===== config.mk =====
export PLATFORM = sky130hd
export DESIGN_NAME = rst_seq_gen
export DESIGN_NICKNAME = d
export VERILOG_FILES = /design/src/rtl/rst_seq_pkg.sv /design/src/rtl/rst_sync_chain.sv /design/src/rtl/rst_seq_gen.sv
export SDC_FILE = /design/constraint.sdc
export NUM_CORES = 1
export LEC_CHECK = 0
export BUFFER_PORTS_ARGS = -buffer_cell sky130_fd_sc_hd__buf_2
export CAP_MARGIN = 20
export CORE_MARGIN = 1
export CORE_UTILIZATION = 45
export DETAILED_ROUTE_END_ITERATION = 10
export PLACE_DENSITY = 0.65
export SETUP_SLACK_MARGIN = 0.02
export SYNTH_ARGS = -nofsm -noshare
export SYNTH_HDL_FRONTEND = slang
export SYNTH_SLANG_ARGS = --single-unit

===== constraint.sdc =====
create_clock -name i_clk -period 1.8 [get_ports i_clk]
set_input_delay 0.27 -clock i_clk [delete_from_list [all_inputs] [get_ports i_clk]]
set_output_delay 0.27 -clock i_clk [all_outputs]
set_load 0.01 [all_outputs]

===== src/rtl/rst_seq_pkg.sv =====
`default_nettype none
// +-------------------------------------------------------------------------+
// | rst_seq_pkg : state encoding, helpers and parameter checks for rst_seq  |
// | Revision    : 1.0                                                       |
// +-------------------------------------------------------------------------+
package rst_seq_pkg;

  localparam logic [2:0] S_RESET   = 3'd0;
  localparam logic [2:0] S_HOLD    = 3'd1;
  localparam logic [2:0] S_RELEASE = 3'd2;
  localparam logic [2:0] S_RUN     = 3'd3;
  localparam logic [2:0] S_SWRST   = 3'd4;

  function automatic int max3(input int a, input int b, input int c);
    int m;
    m = (a > b) ? a : b;
    return (m > c) ? m : c;
  endfunction

endpackage

`ifndef RST_SEQ_CHECK
// Elaboration-time guard: expands to a labelled generate-if that errors out on an illegal value.
`define RST_SEQ_CHECK(cond, label) \
  if (!(cond)) begin : label \
    $error("rst_seq_gen: illegal parameter value"); \
  end
`endif
`default_nettype wire


===== src/rtl/rst_sync_chain.sv =====
`default_nettype none
// +-------------------------------------------------------------------------+
// | rst_sync_chain : N_STAGE-flop reset synchronizer, async clear/sync set  |
// | Revision       : 1.0                                                    |
// +-------------------------------------------------------------------------+
module rst_sync_chain #(
  parameter int N_STAGE = 2
) (
  input  logic clk,
  input  logic rstn,
  output logic sync_out
);

  logic [N_STAGE-1:0] sync;

  always_ff @(posedge clk or negedge rstn) begin
    if (!rstn) begin
      sync <= '0;
    end else begin
      sync <= {sync[N_STAGE-2:0], 1'b1};
    end
  end

  assign sync_out = sync[N_STAGE-1];

endmodule
`default_nettype wire


===== src/rtl/rst_seq_gen.sv =====
`default_nettype none
// +-------------------------------------------------------------------------+
// | rst_seq_gen : synchronized, held-off and staggered reset release        |
// | Revision    : 1.0                                                       |
// +-------------------------------------------------------------------------+
module rst_seq_gen
  import rst_seq_pkg::*;
#(
  parameter int N_STAGE     = 2,
  parameter int N_OUT       = 4,
  parameter int HOLD_CYC    = 16,
  parameter int STAGGER_CYC = 4,
  parameter int SW_RST_CYC  = 8
) (
  input  logic             i_clk,
  input  logic             i_rstn,
  input  logic             i_sw_rst,
  output logic [N_OUT-1:0] o_rstn,
  output logic             o_done
);

  `RST_SEQ_CHECK(N_STAGE >= 2, g_chk_stage)
  `RST_SEQ_CHECK((N_OUT >= 1) && (N_OUT <= 32), g_chk_out)
  `RST_SEQ_CHECK(HOLD_CYC >= 1, g_chk_hold)
  `RST_SEQ_CHECK(STAGGER_CYC >= 1, g_chk_stagger)
  `RST_SEQ_CHECK(SW_RST_CYC >= 1, g_chk_swrst)

  localparam int CNT_W = $clog2(max3(HOLD_CYC, SW_RST_CYC, STAGGER_CYC) + 1);

  localparam logic [CNT_W-1:0] HOLD_LAST    = CNT_W'(HOLD_CYC - 1);
  localparam logic [CNT_W-1:0] STAGGER_LAST = CNT_W'(STAGGER_CYC - 1);
  localparam logic [CNT_W-1:0] SWRST_LAST   = CNT_W'(SW_RST_CYC - 1);
  localparam logic [N_OUT-1:0] FIRST_BIT    = N_OUT'(1);

  // A single output is fully released on the first release edge, so skip S_RELEASE.
  localparam logic [2:0] ENTRY_STATE = (N_OUT == 1) ? S_RUN : S_RELEASE;
  localparam logic       ENTRY_DONE  = (N_OUT == 1);

  logic             synced;
  logic [2:0]       state;
  logic [CNT_W-1:0] cnt;
  logic [N_OUT-1:0] rst_q;
  logic             done_q;
  logic [N_OUT-1:0] rel_next;

  rst_sync_chain #(
    .N_STAGE (N_STAGE)
  ) u_sync (
    .clk      (i_clk),
    .rstn     (i_rstn),
    .sync_out (synced)
  );

  // Released bits are always a contiguous run from bit 0, so release the next one by shifting in a 1.
  assign rel_next = (rst_q << 1) | FIRST_BIT;

  always_ff @(posedge i_clk or negedge i_rstn) begin
    if (!i_rstn) begin
      state  <= S_RESET;
      cnt    <= '0;
      rst_q  <= '0;
      done_q <= 1'b0;
    end else begin
      case (state)
        S_RESET: begin
          if (synced) begin
            state <= S_HOLD;
            cnt   <= '0;
          end
        end
        S_HOLD: begin
          if (cnt == HOLD_LAST) begin
            state  <= ENTRY_STATE;
            cnt    <= '0;
            rst_q  <= FIRST_BIT;
            done_q <= ENTRY_DONE;
          end else begin
            cnt <= cnt + 1'b1;
          end
        end
        S_RELEASE: begin
          if (cnt == STAGGER_LAST) begin
            cnt   <= '0;
            rst_q <= rel_next;
            if (rel_next[N_OUT-1]) begin
              state  <= S_RUN;
              done_q <= 1'b1;
            end
          end else begin
            cnt <= cnt + 1'b1;
          end
        end
        S_RUN: begin
          if (i_sw_rst) begin
            state  <= S_SWRST;
            cnt    <= '0;
            rst_q  <= '0;
            done_q <= 1'b0;
          end
        end
        S_SWRST: begin
          if (cnt == SWRST_LAST) begin
            state  <= ENTRY_STATE;
            cnt    <= '0;
            rst_q  <= FIRST_BIT;
            done_q <= ENTRY_DONE;
          end else begin
            cnt <= cnt + 1'b1;
          end
        end
        default: begin
          state  <= S_RESET;
          cnt    <= '0;
          rst_q  <= '0;
          done_q <= 1'b0;
        end
      endcase
    end
  end

  assign o_rstn = rst_q;
  assign o_done = done_q;

endmodule
`default_nettype wire


# Word-level counts from Yosys, hierarchy flattened

Cells that the tools add are included.

Output and inout bits: 5
Word-level logic and storage cells: 49
Input bits: 3
Register bits: 15

Bitwise logic cells: 1
Reductions and logical operators: 5
Eq/ne operators: 13
Multiplexer cells: 24
Add/subtract/negate cells: 1

Operators with widths:

| operator                                               | count |
|---|---|
| two-way mux 5 bit                                      | 5 |
| case mux 5 bit (5 select lines)                        | 1 |
| case mux 4 bit (5 select lines)                        | 1 |
| two-way mux 3 bit                                      | 6 |
| two-way mux 4 bit                                      | 4 |
| case mux 3 bit (5 select lines)                        | 1 |
| AND reduction 6 bit                                    | 2 |
| inequality test 2 bit (second input constant)          | 5 |
| equality test 3 x 2 -> 1 bit (second input constant)   | 2 |
| adder 5 x 1 -> 5 bit (second input constant)           | 1 |
| equality test 5 x 2 -> 1 bit (second input constant)   | 1 |
| equality test 5 x 3 -> 1 bit (second input constant)   | 1 |
| equality test 5 x 4 -> 1 bit (second input constant)   | 1 |
| two-way mux 1 bit                                      | 5 |
| case mux 1 bit (5 select lines)                        | 1 |
| AND reduction 5 bit                                    | 1 |
| equality test 3 x 1 -> 1 bit (second input constant)   | 1 |
| equality test 3 bit (second input constant)            | 1 |
| logical NOT 3 bit                                      | 1 |
| inequality test 2 x 1 -> 1 bit (second input constant) | 1 |
| AND reduction 2 bit                                    | 1 |
| NOT 1 bit                                              | 1 |

# Logic depth before layout (Yosys ltp)

Gate-level depths: netlist of run 1.

Depth after elaboration: 3
Mapped depth: 8
Mapped depth without buffers: 8

# By module

From an unflattened synthesis of run 1, not the netlist that was laid out.

Cells, all modules: 93
Area, all modules: 892.1 µm²

By module, submodules not included:

| module         | area each (µm²) | cells an instance | instances | sequential area each (µm²) |
|---|---|---|---|---|
| rst_seq_gen    | 838.3           | 90                | 1         | 325.3 |
| rst_sync_chain | 53.8            | 3                 | 1         | 50.0 |

# Worst setup path after synthesis of run 1

No wires, ideal clock.

Path kind: reg2reg
Start: reg cnt[0]
End: reg rst_q[0], in the netlist o_rstn[0]
Data required time: 1681 ps
Period minus slack after synthesis: 1795 ps
Path slack: 5 ps
Arrival time: 1676 ps
Cell stages (with the launch flop): 9
Path buffers: 0
Setup time: 119 ps
Path through: dfrtp_1 > ha_1 > nand3_1 > inv_1 > ha_1 > nor4b_2 > a21oi_2 > and2_4 > o21a_1

Word-level cells in the longest chain between the ends: 3
Elaborated cells on any way between the ends: 7
Classes of those cells: eq/ne (6); reduce/logical (1)

Ends and longest elaborated chain:

| what                                                       | line               | RTL |
|---|---|---|
| start, declared                                            | rst_seq_gen.sv:41  | `logic [CNT_W-1:0] cnt;` |
| start signal, assigned                                     | rst_seq_gen.sv:78  | `cnt <= cnt + 1'b1;` |
| start signal, assigned                                     | rst_seq_gen.sv:90  | `cnt <= cnt + 1'b1;` |
| start signal, assigned                                     | rst_seq_gen.sv:108 | `cnt <= cnt + 1'b1;` |
| equality test 5 x 3 -> 1 bit, or another cell as far along | rst_seq_gen.sv:102 | `if (cnt == SWRST_LAST) begin` |
| inequality test 2 bit (no source line)                     | -                  |  |
| AND reduction 5 bit (no source line) (*)                   | -                  |  |
| end signal, assigned                                       | rst_seq_gen.sv:84  | `rst_q <= rel_next;` |
| end, declared                                              | rst_seq_gen.sv:42  | `logic [N_OUT-1:0] rst_q;` |

Mark *: on every way between the ends. The rest lies on a longest branch, timed or not.
A chain may end at the register's enable or synchronous reset.

# Final worst setup path of run 1

Start: reg cnt[0]
End: reg rst_q[1], in the netlist o_rstn[1]

The elaborated chain is that of the path after synthesis.

==> impl_metrics.json, run 1 <==
{
  "status": "finished, final reports clean",
  "nets": 111,
  "async_flop_share_pct": 100,
  "period_share_pct": 94.9,
  "synth.top_cell.area_share_pct": 41.0,
  "synth_flop_cell": "dfrtp_1",
  "synthMuxAreaShare_pct": 1.23,
  "power.density_mw_per_mm2": 1190,
  "grtUsageTotal_pct": 19.2,
  "cp_slowest_stage_delay_ns": 0.52,
  "cts_tree": "built",
  "syn_nets": 91,
  "rows": 15,
  "yosys_warnings": 0,
  "critPathRequiredTime_ns": 1.99,
  "drive_above_1_share_pct": 40.4,
  "seq_area_um2": 375,
  "slowest_stage": "or4b_4",
  "hold_viol": 0,
  "ys_seq_area_share_pct": 41.0,
  "critPathKind": "register to register",
  "die_h_um": 47.1,
  "layout_setup_ws_ns": 0.0923,
  "synth-simple-area-share_pct": 20.9,
  "arrival_ns": 1.89,
  "htreeDepth": 1,
  "dp_worst_setup_slack_ns": 0.0203,
  "layout_commonest_cell": "dfrtp_1",
  "grt_max_degree": 16,
  "avgSynthCellArea_um2": 10.8,
  "grt_pass1_vias": 635,
  "totalWireLength_um": 1800,
  "syn_to_final_growth_pct": 19.2,
  "wire_per_inst_um": 14.0,
  "synth_area_leaders": "dfrtp_1 41%, ha_1 4.1%, a22o_1 3.8%",
  "overflow": 0,
  "multi_input_area_um2": 520,
  "num_vias": 715,
  "end_kind": "register",
  "core_mm2": 0.00182,
  "setup_viol": 0,
  "port_buffers": 7,
  "clkSlewWorstSetupHoldPaths_ns": 0.09,
  "cts.root.buffer_cell": "clkbuf_4",
  "final_cell_mix": "15 x dfrtp_1, 10 x buf_4, 7 x nand2_1, 7 x buf_2, 5 x o21ai_0",
  "path_buf_inv": 0,
  "fmax_ghz": 0.586,
  "ys_types": 40,
  "p_int_uw": 813,
  "synthXorXnorAreaFrac_pct": 0,
  "grt_pass1_wl_um": 2840,
  "cts_num_sinks": 15,
  "combPwrFrac_pct": 49.3,
  "skew_ns": 0.000833,
  "drc_errors": 0,
  "clock_latency_ns": 0.29,
  "totalNegativeSetupSlack_ns": 0,
  "p_leak_uw": 0.000481,
  "ant_nets": 0,
  "synth_compound_area_share_pct": 27.1,
  "yosys.area.top_type": "dfrtp_1",
  "hold_path_class": "register to register",
  "synth.ff_latch_count": 15,
  "fillers": 176,
  "synth_area_um2": 915,
  "rsz0062_at_grt": "yes",
  "die_x_um": 47.1,
  "clockPowerShare_pct": 15.3,
  "fin_crit_ns": 1.71,
  "switching_share_pct": 37.5,
  "viasPerCell": 5.54,
  "path_cells": "ha_2 -> or4b_4 -> nand2_4 -> o211ai_2 -> a22o_1",
  "dp_hpwl_um": 1290,
  "power.switching_uw": 489,
  "synth_adder_area_share_pct": 4.10,
  "grt_antenna_before_repair": 0,
  "gp_congestion": 0.778,
  "critPathTopFamily": "simple AND/OR/NAND/NOR gates",
  "whs_ns": 0.362,
  "synth_cells": 85,
  "synth_top_family_by_area": "compound AO/OA/AOI/OAI gates",
  "ios": 8,
  "start_util_pct": 50.2,
  "maxCapViolations": 0,
  "finalPower_uw": 1300,
  "critical_path.max_fanout": 5,
  "final_max_slew_viol_count": 0,
  "synth_edf_count": 0,
  "diodes": 0,
  "drtPass1Iterations": 4,
  "clockBufferDepth": 2,
  "cts_buffers": 3,
  "seqPwrFrac_pct": 35.4,
  "drtIter0Drc": 14,
  "die_area_mm2": 0.00222,
  "critPathLaunchType": "register",
  "irDropWorstVdd_mv": 0.847
}
-- sequential cells by signal, indices dropped and copies added, names as in the netlist --
| register | count |
|---|---|
| state | 3 |
| o_done | 1 |
| o_rstn | 4 |
| u_sync.sync | 2 |
| cnt | 5 |
-- logic make-up (layout without fill, tap and decap cells) --
logic type	count (synthesis)	after routing
AO/OA/AOI/OAI	30	30
adder cells (fa/ha/maj)	3	3
buffers and inverters	7	26
flip-flops	15	15
multiplexers	1	1
other	1	1
AND/OR/NAND/NOR	28	28
-- power groups by stage --
stage | clock network [uW] | logic, uW | registers (uW)
after floorplan | 0 | 447 | 471
after global placement | 0 | 602 | 460
after detailed placement | 0 | 606 | 462
after CTS | 208 | 613 | 456
after global routing | 217 | 698 | 469
final | 200 | 642 | 460
-- layout make-up --
| cell class | count | share of cell area (%) |
|---|---|---|
| inverter | 4 | 1.38 |
| tap | 25 | 2.87 |
| timing repair buffer | 18 | 11.0 |
| clock inverter | 1 | 0.459 |
| sequential | 15 | 34.4 |
| multi-input combinational | 63 | 47.8 |
| clock buffer | 3 | 2.07 |
-- final timing paths --
check                                    start  cells after the start  slack [ns]             end
worst max-delay path                    cnt[0]                      5        0.09       o_rstn[1]
worst min-delay path            u_sync.sync[0]                      0        0.36  u_sync.sync[1]
worst max register to register          cnt[0]                      5        0.09       o_rstn[1]
worst min register to register  u_sync.sync[0]                      0        0.36  u_sync.sync[1]
max in group asynchronous               i_rstn                      2        1.14          cnt[4]
min in group asynchronous               i_rstn                      2        0.41       o_rstn[0]
-- Yosys cell counts, types with 2 or more instances --
cell,n
a211o_1,2
a21oi_1,4
a22o_1,4
a31oi_1,2
dfrtp_1,15
ha_1,3
inv_1,4
nand2_1,7
nand3_1,3
nor2_1,4
nor3_1,2
nor3b_2,2
o211ai_2,2
o21ai_0,5
-- metrics by stage --
stage	cell area, um^2	instances	utilization, %
6_report	1090	129	59.9
5_1_grt	1090	129	59.9
4_1_cts	1070	128	58.6
3_5_place_dp	1020	123	56.3
3_3_place_gp	1020	123	56.3
2_1_floorplan	923	85	-
-- routing by layer --
metal	track usage, %	routed length [um]	up-vias
met2	27.5	766	6
met1	26.8	948	352
met3	2.31	30	4
met4	13.7	55	0
met5	0	0	-
li1	-	-	353
-- repair_timing --
action / in CTS / in global routing
setup endpoints to repair: 2 / 9
hold buffers: 1 / 0
pin swaps: 1 / 3
buffers inserted: 0 / 1
hold endpoints to repair: 15 / 0
resized for setup: 2 / 3
cloned: 0 / 0
(Power assumes the default switching activity.)
==> run 2, diff against run 1 <==
- CORE_UTILIZATION: 45 -> 51
- PLACE_DENSITY: 0.65 -> 0.73
==> impl_metrics.json, run 2 (synthesis gave the netlist of run 1 again) <==
{
  "syn_to_final_growth_pct": 25.9,
  "rsz0062_at_grt": "yes",
  "hold_path_class": "register to register",
  "grt_pass1_wl_um": 3180,
  "critPathLaunchType": "register",
  "num_vias": 765,
  "core_mm2": 0.00159,
  "largest_reg_flops": 5,
  "fin_crit_ns": 1.81,
  "final_cells": 130,
  "worst_r2r_path_depth": 6,
  "violations": "negative setup slack",
  "slowest_stage": "or4b_4",
  "viasPerCell": 5.88,
  "status": "finished, violations left",
  "dp_hpwl_um": 1320,
  "cts_tree": "built",
  "diodes": 0,
  "htreeDepth": 1,
  "ant_nets": 0,
  "wire_per_inst_um": 14.9,
  "gp_congestion": 0.827,
  "final_max_slew_viol_count": 0,
  "critPathKind": "register to register",
  "power.density_mw_per_mm2": 1250,
  "nets": 113,
  "setup_viol": 1,
  "port_buffers": 7,
  "irDropWorstVdd_mv": 1.04,
  "whs_ns": 0.358,
  "critPathRequiredTime_ns": 1.97,
  "clkSlewWorstSetupHoldPaths_ns": 0.10,
  "grt_antenna_before_repair": 0,
  "overflow": 0,
  "fillers": 105,
  "layout_setup_ws_ns": -0.0124,
  "end_kind": "register",
  "maxCapViolations": 0,
  "die_x_um": 44.4,
  "finalPower_uw": 1430,
  "period_share_pct": 101,
  "cts_num_sinks": 15,
  "drtPass1Iterations": 4,
  "arrival_ns": 1.98,
  "final_cell_mix": "15 x dfrtp_1, 11 x buf_4, 7 x nand2_1, 7 x buf_2, 5 x o21ai_0",
  "critical_path.max_fanout": 5,
  "dp.cells": 122,
  "grt_max_degree": 16,
  "grt_pass1_vias": 737,
  "hold_viol": 0,
  "die_h_um": 44.4,
  "cts.root.buffer_cell": "clkbuf_4",
  "ios": 8,
  "totalWireLength_um": 1940,
  "drc_errors": 0,
  "drive_above_1_share_pct": 42.5,
  "path_cells": "ha_4 -> buf_6 -> or4b_4 -> a211oi_4 -> o21ba_1 -> o32ai_1",
  "layout_commonest_cell": "dfrtp_1",
  "whs_path_depth": 0,
  "clock_latency_ns": 0.30,
  "p_leak_uw": 0.000496,
  "rows": 14,
  "fmax_ghz": 0.552,
  "clockBufferDepth": 2,
  "grtUsageTotal_pct": 22.4,
  "die_area_mm2": 0.00197,
  "cts_buffers": 3,
  "skew_ns": 0.00730,
  "top_register": "cnt",
  "drtIter0Drc": 11,
  "start_util_pct": 57.4,
  "cp_slowest_stage_delay_ns": 0.52
}
## run 2: routing by layer
metal / part of all wire, % / vias up / GRT usage [%]
met3: 5.1 / 4 / 3.67
li1: - / 360 / -
met1: 44 / 372 / 28.4
met4: 2.2 / 0 / 11.5
met5: 0 / - / 0
met2: 49 / 29 / 36.8
## run 2: worst max-delay path, delay by kind of cell, from the launching register on
family | cells | cell delay [ns]
AND/OR/NAND/NOR | 1 | 0.52
AO/OA/AOI/OAI | 3 | 0.50
flip-flops | 1 | 0.40
adder cells (fa/ha/maj) | 1 | 0.16
buffers and inverters | 1 | 0.10
## run 2: metrics by stage
step / setup TNS, ns / area, um^2 / utilization [%] / worst slack, ns
final: -0.0124 / 1150 / 72.2 / -0.0124
after CTS: -0.00474 / 1090 / 68.3 / -0.00474
after detailed placement: -0.0290 / 1020 / 64.2 / -0.0261
after global routing: -0.0530 / 1150 / 72.2 / -0.0530
after global placement: 0 / 1020 / 64.2 / 0.0543
after floorplan: 0 / 923 / - / 0.0478
## run 2: area by class of cell
| type | instances | area, um^2 | share of cell area (%) |
|---|---|---|---|
| Timing Repair Buffer | 20 | 139 | 12.1 |
| Tap cell | 24 | 30.0 | 2.61 |
| Clock inverter | 1 | 5.00 | 0.435 |
| Clock buffer | 3 | 22.5 | 1.96 |
| Multi-Input combinational cell | 63 | 564 | 49.0 |
| Sequential cell | 15 | 375 | 32.6 |
| Inverter | 4 | 15.0 | 1.30 |
## run 2: worst paths after layout
check	start	endpoint	slack (ns)
setup / recovery	cnt[1]	cnt[2]	-0.01
hold / removal	u_sync.sync[0]	u_sync.sync[1]	0.36
setup reg to reg	cnt[1]	cnt[2]	-0.01
hold reg to reg	u_sync.sync[0]	u_sync.sync[1]	0.36
max in group asynchronous	i_rstn	u_sync.sync[0]	1.15
min in group asynchronous	i_rstn	o_done	0.39
## run 2: power by group
part,internal [uW],switching (uW),total [uW]
clock,82.8,121,203
combinational,393,370,763
sequential,401,67.4,469
## run 2: timing repair
| item | 4_1_cts | 5_1_grt |
|---|---|---|
| setup buffers | 1 | 2 |
| gates resized for setup | 5 | 7 |
| endpoints found under the hold margin | 15 | 0 |
| gates cloned | 0 | 0 |
| pin swaps | 3 | 6 |
| hold buffers | 1 | 0 |
| endpoints found under the setup margin | 4 | 11 |
==> run 3, diff against run 2 <==
- ABC_AREA: unset -> 1
==> impl_metrics.json, run 3 <==
{
  "nets": 136,
  "syn_to_final_growth_pct": 11.5,
  "die_x_um": 44.9,
  "fin_crit_ns": 1.65,
  "synth.ff_latch_count": 15,
  "synth_area_leaders": "dfrtp_1 40%, nand2_1 12%, nand3_1 6.4%",
  "synth_flop_cell": "dfrtp_1",
  "core_mm2": 0.00173,
  "setup_viol": 0,
  "rsz0062_at_grt": "no",
  "ant_nets": 0,
  "cts_buffers": 3,
  "layout_commonest_cell": "nand2_1",
  "synth_cells": 118,
  "wire_per_inst_um": 11.3,
  "critical_path.max_fanout": 4,
  "avgSynthCellArea_um2": 7.94,
  "overflow": 0,
  "grt_pass1_vias": 658,
  "cts_num_sinks": 15,
  "totalNegativeSetupSlack_ns": 0,
  "drtPass1Iterations": 4,
  "synth_area_um2": 937,
  "p_leak_uw": 0.000554,
  "hold_viol": 0,
  "final_cell_mix": "30 x nand2_1, 15 x inv_1, 15 x dfrtp_1, 12 x nand3_1, 10 x nor2_1",
  "drive_above_1_share_pct": 26.4,
  "start_util_pct": 54.3,
  "async_flop_share_pct": 100,
  "critPathKind": "register to register",
  "drtIter0Drc": 21,
  "whs_ns": 0.359,
  "num_vias": 768,
  "hold_path_class": "register to register",
  "post-cts-setup-buffers": 0,
  "synth.top_cell.area_share_pct": 40.1,
  "ys_seq_area_share_pct": 40.1,
  "die_area_mm2": 0.00201,
  "fmax_ghz": 0.606,
  "arrival_ns": 1.87,
  "grt_pass1_wl_um": 2790,
  "gp_congestion": 0.908,
  "status": "finished, final reports clean",
  "totalWireLength_um": 1740,
  "critPathRequiredTime_ns": 2.02,
  "port_buffers": 7,
  "syn_nets": 124,
  "diodes": 0,
  "drc_errors": 0,
  "clkSlewWorstSetupHoldPaths_ns": 0.09,
  "top_register": "cnt",
  "grtUsageTotal_pct": 18.9,
  "ys_types": 25,
  "clockBufferDepth": 2,
  "skew_ns": 0.00193,
  "rows": 15,
  "maxCapViolations": 0,
  "yosys.area.top_type": "dfrtp_1",
  "viasPerCell": 4.99,
  "die_h_um": 44.9,
  "largest_reg_flops": 5,
  "power.density_mw_per_mm2": 1640,
  "cts_tree": "built",
  "grt_antenna_before_repair": 0,
  "cts.root.buffer_cell": "clkbuf_4",
  "yosysMostFrequentCell": "nand2_1",
  "htreeDepth": 1,
  "critPathLaunchType": "register",
  "synthTopCellsByCount": "30 x nand2_1, 15 x dfrtp_1, 15 x inv_1, 12 x nand3_1, 11 x nor2_1",
  "worst_r2r_path_depth": 11,
  "yosys_warnings": 0,
  "final_max_slew_viol_count": 0,
  "multi_input_area_um2": 490,
  "end_kind": "register",
  "ios": 8,
  "irDropWorstVdd_mv": 0.811,
  "fillers": 154,
  "synth_edf_count": 0,
  "whs_path_depth": 0,
  "dp_hpwl_um": 1370,
  "seq_area_um2": 375,
  "clock_latency_ns": 0.28,
  "grt_max_degree": 16,
  "period_share_pct": 91.7
}
[run 3: critical path, stage by stage, from the launching register on]
cell and delay (ns):
dfrtp_1 0.45, ha_4 0.19, nand2_2 0.08, nor2_2 0.04, ha_1 0.17, inv_1 0.08
nand4_1 0.17, nand2_4 0.16, inv_2 0.05, nand3_2 0.09, nand2_1 0.05, nand2_1 0.06
[run 3: final cells by class]
cell class / count / share of cell area (%)
timing repair buffer: 8 / 4.31
clock buffer: 3 / 2.16
tap: 25 / 2.99
inverter: 20 / 7.19
sequential: 15 / 35.9
clock inverter: 1 / 0.479
multi-input combinational: 82 / 46.9
[run 3: metal layers]
| layer | routed length, um | GRT usage [%] |
|---|---|---|
| met4 | 0 | 5.45 |
| met1 | 805 | 25.9 |
| met2 | 872 | 31.5 |
| met3 | 57 | 2.40 |
| met5 | 0 | 0 |
[run 3: power breakdown]
| group | internal [uW] | leakage, uW | switching, uW |
|---|---|---|---|
| combinational | 347 | 0.000339 | 633 |
| clock | 82.3 | 0.0000177 | 107 |
| sequential | 429 | 0.000197 | 114 |
[run 3: repair_timing]
action / CTS / global route
endpoints found under the setup margin: 0 / 10
hold endpoints to repair: 15 / 0
resized for setup: 0 / 3
hold buffers: 1 / 0
[run 3: cells by family (layout without fill, tap and decap cells)]
family                   count (synthesis)  count (layout)  share of synthesized area, %
AO/OA/AOI/OAI                            5               5                          4.67
XOR/XNOR                                 1               1                         0.935
adder cells (fa/ha/maj)                  3               3                          4.01
buffers and inverters                   21              32                          9.21
flip-flops                              15              15                          40.1
other                                    1               1                         0.400
AND/OR/NAND/NOR                         72              72                          40.7
[run 3: worst paths after layout]
path | startpoint | slack [ns] | end
max | cnt[0] | 0.15 | o_rstn[2]
min | u_sync.sync[0] | 0.36 | u_sync.sync[1]
max reg2reg | cnt[0] | 0.15 | o_rstn[2]
min reg2reg | u_sync.sync[0] | 0.36 | u_sync.sync[1]
max in group asynchronous | i_rstn | 1.13 | cnt[0]
min in group asynchronous | i_rstn | 0.42 | cnt[4]
[run 3: stage by stage]
stage	utilization, %	total power [uW]	area [um^2]	worst slack, ns	instances
finish	60.5	1710	1040	0.149	154
global placement	57.5	1500	992	0.137	149
global route	60.5	1860	1040	0.0395	154
detailed placement	57.5	1520	992	0.0641	149
CTS	59.6	1710	1030	0.0527	154
floorplan	-	1340	937	0.215	118
